**src/rtl/bram_port_arbiter_if.sv**
```systemverilog
// Requester and BRAM-port signals of the two-requester BRAM arbiter.
// master: requesters plus BRAM (environment side); slave: the arbiter.
interface bram_port_arbiter_if #(
  parameter int P_DATA_WIDTH    = 16,
  parameter int P_ADDRESS_WIDTH = 10
);
  logic                       req_0;
  logic                       req_1;
  logic                       we_0;
  logic                       we_1;
  logic [P_ADDRESS_WIDTH-1:0] address_0;
  logic [P_ADDRESS_WIDTH-1:0] address_1;
  logic [P_DATA_WIDTH-1:0]    wdata_0;
  logic [P_DATA_WIDTH-1:0]    wdata_1;
  logic                       gnt_0;
  logic                       gnt_1;
  logic                       valid_0;
  logic                       valid_1;
  logic [P_DATA_WIDTH-1:0]    rdata_0;
  logic [P_DATA_WIDTH-1:0]    rdata_1;
  logic [P_ADDRESS_WIDTH-1:0] bram_address;
  logic [P_DATA_WIDTH-1:0]    bram_wdata;
  logic                       bram_write_enable;
  logic [P_DATA_WIDTH-1:0]    bram_rdata;

  modport master (
    output req_0, req_1, we_0, we_1, address_0, address_1, wdata_0, wdata_1,
    input  gnt_0, gnt_1, valid_0, valid_1, rdata_0, rdata_1,
    input  bram_address, bram_wdata, bram_write_enable,
    output bram_rdata
  );

  modport slave (
    input  req_0, req_1, we_0, we_1, address_0, address_1, wdata_0, wdata_1,
    output gnt_0, gnt_1, valid_0, valid_1, rdata_0, rdata_1,
    output bram_address, bram_wdata, bram_write_enable,
    input  bram_rdata
  );
endinterface

```
**src/rtl/bram_port_arbiter.sv**
```systemverilog
// Round-robin arbiter sharing one BRAM port between two single-word requesters.
// Read-return tag stages:
//   tag      | meaning
//   TAG_NONE | no read in this stage (idle or write)
//   TAG_RD0  | read issued for requester 0
//   TAG_RD1  | read issued for requester 1
module bram_port_arbiter #(
  parameter int P_DATA_WIDTH    = 16,
  parameter int P_ADDRESS_WIDTH = 10
) (
  input logic                I_CLK,
  input logic                I_NRESET,
  bram_port_arbiter_if.slave bus
);

  typedef enum logic [1:0] {
    TAG_NONE = 2'd0,
    TAG_RD0  = 2'd1,
    TAG_RD1  = 2'd2
  } tag_t;

  tag_t                       tag_s1;
  tag_t                       tag_s1_nxt;
  tag_t                       tag_s2;
  logic                       last_winner;
  logic                       last_winner_nxt;
  logic                       gnt_0;
  logic                       gnt_1;
  logic                       gnt_0_nxt;
  logic                       gnt_1_nxt;
  logic                       we;
  logic                       we_nxt;
  logic [P_ADDRESS_WIDTH-1:0] address;
  logic [P_ADDRESS_WIDTH-1:0] address_nxt;
  logic [P_DATA_WIDTH-1:0]    wdata;
  logic [P_DATA_WIDTH-1:0]    wdata_nxt;
  logic                       elig_0;
  logic                       elig_1;
  logic                       pick_1;

  // A live grant masks its own request so a held request is taken only once.
  always_comb begin
    elig_0          = bus.req_0 & ~gnt_0;
    elig_1          = bus.req_1 & ~gnt_1;
    pick_1          = elig_1 & (~elig_0 | ~last_winner);
    gnt_0_nxt       = 1'b0;
    gnt_1_nxt       = 1'b0;
    we_nxt          = 1'b0;
    address_nxt     = address;
    wdata_nxt       = wdata;
    last_winner_nxt = last_winner;
    tag_s1_nxt      = TAG_NONE;
    if (pick_1) begin
      gnt_1_nxt       = 1'b1;
      we_nxt          = bus.we_1;
      address_nxt     = bus.address_1;
      wdata_nxt       = bus.wdata_1;
      last_winner_nxt = 1'b1;
      if (!bus.we_1) tag_s1_nxt = TAG_RD1;
    end else if (elig_0) begin
      gnt_0_nxt       = 1'b1;
      we_nxt          = bus.we_0;
      address_nxt     = bus.address_0;
      wdata_nxt       = bus.wdata_0;
      last_winner_nxt = 1'b0;
      if (!bus.we_0) tag_s1_nxt = TAG_RD0;
    end
  end

  always_ff @(posedge I_CLK or negedge I_NRESET) begin
    if (!I_NRESET) begin
      gnt_0       <= 1'b0;
      gnt_1       <= 1'b0;
      we          <= 1'b0;
      address     <= '0;
      wdata       <= '0;
      last_winner <= 1'b1;
      tag_s1      <= TAG_NONE;
      tag_s2      <= TAG_NONE;
    end else begin
      gnt_0       <= gnt_0_nxt;
      gnt_1       <= gnt_1_nxt;
      we          <= we_nxt;
      address     <= address_nxt;
      wdata       <= wdata_nxt;
      last_winner <= last_winner_nxt;
      tag_s1      <= tag_s1_nxt;
      tag_s2      <= tag_s1;
    end
  end

  assign bus.gnt_0             = gnt_0;
  assign bus.gnt_1             = gnt_1;
  assign bus.bram_address      = address;
  assign bus.bram_wdata        = wdata;
  assign bus.bram_write_enable = we;
  assign bus.valid_0           = (tag_s2 == TAG_RD0);
  assign bus.valid_1           = (tag_s2 == TAG_RD1);
  assign bus.rdata_0           = bus.bram_rdata;
  assign bus.rdata_1           = bus.bram_rdata;

endmodule
```
**src/flat_wrapper.sv**
```systemverilog
// flat-port wrapper written by rule: the top's interface ports become plain ports
module bram_port_arbiter_flat 
#(
  parameter int P_DATA_WIDTH    = 16,
  parameter int P_ADDRESS_WIDTH = 10
)
  (I_CLK, I_NRESET, bus_req_0, bus_req_1, bus_we_0, bus_we_1, bus_address_0, bus_address_1, bus_wdata_0, bus_wdata_1, bus_gnt_0, bus_gnt_1, bus_valid_0, bus_valid_1, bus_rdata_0, bus_rdata_1, bus_bram_address, bus_bram_wdata, bus_bram_write_enable, bus_bram_rdata);
  bram_port_arbiter_if #(.P_DATA_WIDTH(P_DATA_WIDTH), .P_ADDRESS_WIDTH(P_ADDRESS_WIDTH)) bus_i ();
  input logic I_CLK;
  input logic I_NRESET;
  input wire logic [$bits(bus_i.req_0)-1:0] bus_req_0;
  input wire logic [$bits(bus_i.req_1)-1:0] bus_req_1;
  input wire logic [$bits(bus_i.we_0)-1:0] bus_we_0;
  input wire logic [$bits(bus_i.we_1)-1:0] bus_we_1;
  input wire logic [$bits(bus_i.address_0)-1:0] bus_address_0;
  input wire logic [$bits(bus_i.address_1)-1:0] bus_address_1;
  input wire logic [$bits(bus_i.wdata_0)-1:0] bus_wdata_0;
  input wire logic [$bits(bus_i.wdata_1)-1:0] bus_wdata_1;
  output wire logic [$bits(bus_i.gnt_0)-1:0] bus_gnt_0;
  output wire logic [$bits(bus_i.gnt_1)-1:0] bus_gnt_1;
  output wire logic [$bits(bus_i.valid_0)-1:0] bus_valid_0;
  output wire logic [$bits(bus_i.valid_1)-1:0] bus_valid_1;
  output wire logic [$bits(bus_i.rdata_0)-1:0] bus_rdata_0;
  output wire logic [$bits(bus_i.rdata_1)-1:0] bus_rdata_1;
  output wire logic [$bits(bus_i.bram_address)-1:0] bus_bram_address;
  output wire logic [$bits(bus_i.bram_wdata)-1:0] bus_bram_wdata;
  output wire logic [$bits(bus_i.bram_write_enable)-1:0] bus_bram_write_enable;
  input wire logic [$bits(bus_i.bram_rdata)-1:0] bus_bram_rdata;
  assign bus_i.req_0 = bus_req_0;
  assign bus_i.req_1 = bus_req_1;
  assign bus_i.we_0 = bus_we_0;
  assign bus_i.we_1 = bus_we_1;
  assign bus_i.address_0 = bus_address_0;
  assign bus_i.address_1 = bus_address_1;
  assign bus_i.wdata_0 = bus_wdata_0;
  assign bus_i.wdata_1 = bus_wdata_1;
  assign bus_gnt_0 = bus_i.gnt_0;
  assign bus_gnt_1 = bus_i.gnt_1;
  assign bus_valid_0 = bus_i.valid_0;
  assign bus_valid_1 = bus_i.valid_1;
  assign bus_rdata_0 = bus_i.rdata_0;
  assign bus_rdata_1 = bus_i.rdata_1;
  assign bus_bram_address = bus_i.bram_address;
  assign bus_bram_wdata = bus_i.bram_wdata;
  assign bus_bram_write_enable = bus_i.bram_write_enable;
  assign bus_i.bram_rdata = bus_bram_rdata;
  bram_port_arbiter #(.P_DATA_WIDTH(P_DATA_WIDTH), .P_ADDRESS_WIDTH(P_ADDRESS_WIDTH)) u_core (.I_CLK(I_CLK), .I_NRESET(I_NRESET), .bus(bus_i));
endmodule
```
**config.mk**
```make
export PLATFORM = sky130hd
export DESIGN_NAME = bram_port_arbiter_flat
export DESIGN_NICKNAME = d
export VERILOG_FILES = /design/src/rtl/bram_port_arbiter_if.sv /design/src/rtl/bram_port_arbiter.sv /design/src/flat_wrapper.sv
export SDC_FILE = /design/constraint.sdc
export NUM_CORES = 1
export LEC_CHECK = 0
export ABC_AREA = 1
export CORE_UTILIZATION = 36
export DETAILED_ROUTE_END_ITERATION = 8
export GPL_ROUTABILITY_DRIVEN = 0
export PLACE_DENSITY = 0.81
export SYNTH_ARGS = -nofsm -noshare
export SYNTH_HDL_FRONTEND = slang
export SYNTH_SLANG_ARGS = --single-unit
```
**constraint.sdc**
```tcl
create_clock -name I_CLK -period 1.4 [get_ports I_CLK]
set_input_delay 0.21 -clock I_CLK [delete_from_list [all_inputs] [get_ports I_CLK]]
set_output_delay 0.21 -clock I_CLK [all_outputs]
set_load 0.01 [all_outputs]
```
==> results.md <==
* DRC at 0
* Worst path depth at 1
* Total of warnings raised by yosys at 0
* Pwr/cell area at 1260 nW/um^2
* Status: finished, final reports clean
* Placed insts at 383
* Core Footprint at 5510 sq um
* IO Count at 137
* Fin crit period at 1.34 ns
* Root buffer cell: clkbuf_8
* Yosys top cell area share at 0.403
* Compound-Gate Fraction of Synth Area at 0.00488
* Hold Crit Depth at 0
* Max VDD drop at 0.000781 V
* Fin util at 0.544
* Number of I/O port buffers at 88
* Synth Area in XOR/XNOR at 0
* Final setup violation count at 0
* Crit. End Element: output port
* Worst endpoint required time at approximately 1.2 ns
* HP Class: reg -> reg
* Crit Path Max Fanout at 1
* Vias/cell at between 4 and 5
* Vias at 1823
* Final std cells w/o fill at around 390
* CP top delay family: buffers and inverters
* Die ar. at 6000 sq um
* Yosys top cell by area: dfrtp_1
* Worst-Margin Slew at 0.347 ns
* # fillers at 519
* Site Rows at 27
* Slew Viols, Final at 0
* Layout cell share with drive strength beyond 1 at 0.0969
* Crit path cell chain: clkdlybuf4s50_1
* Antenna cell count at 0
* Flops & latches, synth at 34
* Num CTS Buffers at 5
* Clock Skew at 0.00355 ns
* Final HPWL DP at 3730 um
* Final worst path period share at 0.956
* Synth Instances at 257
* Largest family of logic cells by synthesized area: simple AND/OR/NAND/NOR gates
* Die height at 77.5 um
* DR iter-0 viols at 58
* Mapped Area at 2050 sq um
* Post-CTS Setup Inserts at 0
* Routed wire length at 5160 um
* Max-Slew Margin vs Limit at 0.768
* Post-synth cell types at 18
* Top cells by area, synth: dfrtp_1, nand3_1, buf_4, nand2_1, inv_1
* First-pass GRT wire length at between 8000 and 9000 um
* Later-pin clock latency in the skew report at 0.28 ns
* Clk buf depth at 2
* Drt pass-1 iters at 4
* Maximum level of the CTS H-tree at 2
* Leakage dissipation at between 1.5 and 2 nW
* RSZ-0062 raised after global routing: no
* Routed Antenna Nets at 0
* R2R cell count at 5
* Register area share after synthesis at 0.416
* Final hold viol count at 0
* Vias in the first global route at 1860
* CP max-delay cell: clkdlybuf4s50_1
* CP Launch Type: register
* WP buf/inv at 1
* Clk slew on worst S/H paths at 0.07 ns
* Critical Path Max Stage Delay at 0.53 ns
* Wirelength per Cell at 13.2 um
* Nets at 393
* Layout area overhead at 46.2%
* Net Count, Synth at around 330
* Mux contribution to synthesized area at 0
* Pin count of the biggest net entering global routing at 28
* CTS tree: yes
* Gr usage total at 0.182
* Simple-gate share of the synthesized area at 0.338
* Die Span X at 77.5 um
* Setup Crit Path Kind: reg -> out
* Adder and majority gate portion of the synthesized area at 0
* Post-route total power at 3.78 mW
* CTS sink cnt at 34
* Initial antenna violation count at 0
* Arr. time, crit path at about 1.1 ns
* Fmax at about 0.75 GHz
* Synth Area per Inst at 7.97 sq um
* Max cap viols at 0
* Overflow after GRT at 0
* Initial Utilization at 0.372
[cell usage in the layout, fill, tap and decap left out, types with 5 or more instances in the layout]
cell	n
nand2_1	52
inv_1	30
nor2_1	5
nand3_1	79
clkdlybuf4s50_1	57
dfrtp_1	32
buf_12	8
dlygate4sd2_1	16
clkbuf_8	6
dlymetal6s2s_1	14
[cell usage after synthesis]
cell type	n
nand3_4	1
inv_1	30
o21ai_0	1
clkbuf_8	2
nor2_1	5
nand2_2	1
dfstp_2	1
nor2_8	1
nor3_1	1
o21ai_1	1
buf_4	34
buf_2	2
nand2_1	52
nand3_1	79
dfrtp_1	33
buf_6	7
inv_2	3
nand2_4	3
[layer usage]
metal  track usage  part of all wire
met1         0.210              0.40
met2         0.323              0.51
met3        0.0259             0.065
met4        0.0962             0.020
met5             0                 0
[final cells by class]
| type | count | area (sq um) | share of cell area |
|---|---|---|---|
| timing repair buffer | 100 | 1080 | 0.362 |
| tap | 72 | 90.1 | 0.0301 |
| clock inverter | 2 | 60.1 | 0.0201 |
| inverter | 33 | 124 | 0.0414 |
| clock buffer | 6 | 82.6 | 0.0276 |
| sequential | 34 | 853 | 0.285 |
| multi-input combinational | 145 | 702 | 0.234 |
[stage by stage]
stage / area, sq um / setup TNS (ns) / worst slack [ns] / hold WS, ns
finish: 3000 / 0 / 0.0622 / 0.349
global route: 3000 / 0 / 0.0200 / 0.359
CTS: 2960 / 0 / 0.000485 / 0.351
detailed placement: 2830 / -1.69 / -0.0890 / 0.141
global placement: 2830 / -0.921 / -0.0474 / 0.141
floorplan: 2050 / 0 / 0.201 / -0.0856
[final timing paths]
check / slack [ns] / to / from
max in group asynchronous: 0.62 / u_core.bus.bram_wdata[7] / I_NRESET
setup reg to reg: 0.18 / u_core.bus.bram_address[9] / u_core.bus.gnt_0
setup / recovery: 0.06 / bus_bram_write_enable / u_core.bus.bram_write_enable
hold / removal: 0.35 / u_core.tag_s2[0] / u_core.tag_s1[0]
hold reg to reg: 0.35 / u_core.tag_s2[0] / u_core.tag_s1[0]
min in group asynchronous: 0.36 / u_core.bus.bram_address[8] / I_NRESET
[power breakdown]
group / internal, mW / switching [mW] / total (mW)
Clock: 0.759 / 0.352 / 1.11
Sequential: 1.20 / 0.122 / 1.32
Combinational: 0.683 / 0.658 / 1.34
Total: 2.64 / 1.13 / 3.78
[state kept, by name, indices dropped and copies added (netlist names)]
name	cells
u_core.tag_s2	2
u_core.bus.gnt_1	1
u_core.bus.bram_write_enable	1
u_core.tag_s1	2
u_core.bus.bram_wdata	16
u_core.last_winner	1
u_core.bus.gnt_0	1
u_core.bus.bram_address	10
[repair_timing]
item,CTS,global route
hold buffers,1,0
endpoints found under the hold margin,12,0
gates resized for setup,17,14
setup endpoints to repair,16,14
[cells by family (layout without fill, tap and decap cells)]
kind of cell,after synthesis,count (layout)
flip-flops,34,34
buffers and inverters,78,141
AND/OR/NAND/NOR,143,143
AO/OA/AOI/OAI,2,2
[worst reg2reg max path, stage by stage, from the launching register on]
cell	delay, ns
dfrtp_1	0.38
inv_1	0.14
nand2_2	0.15
nand2_4	0.27
nand3_1	0.14
nand2_1	0.08
Power figures use the tool's default switching activity.
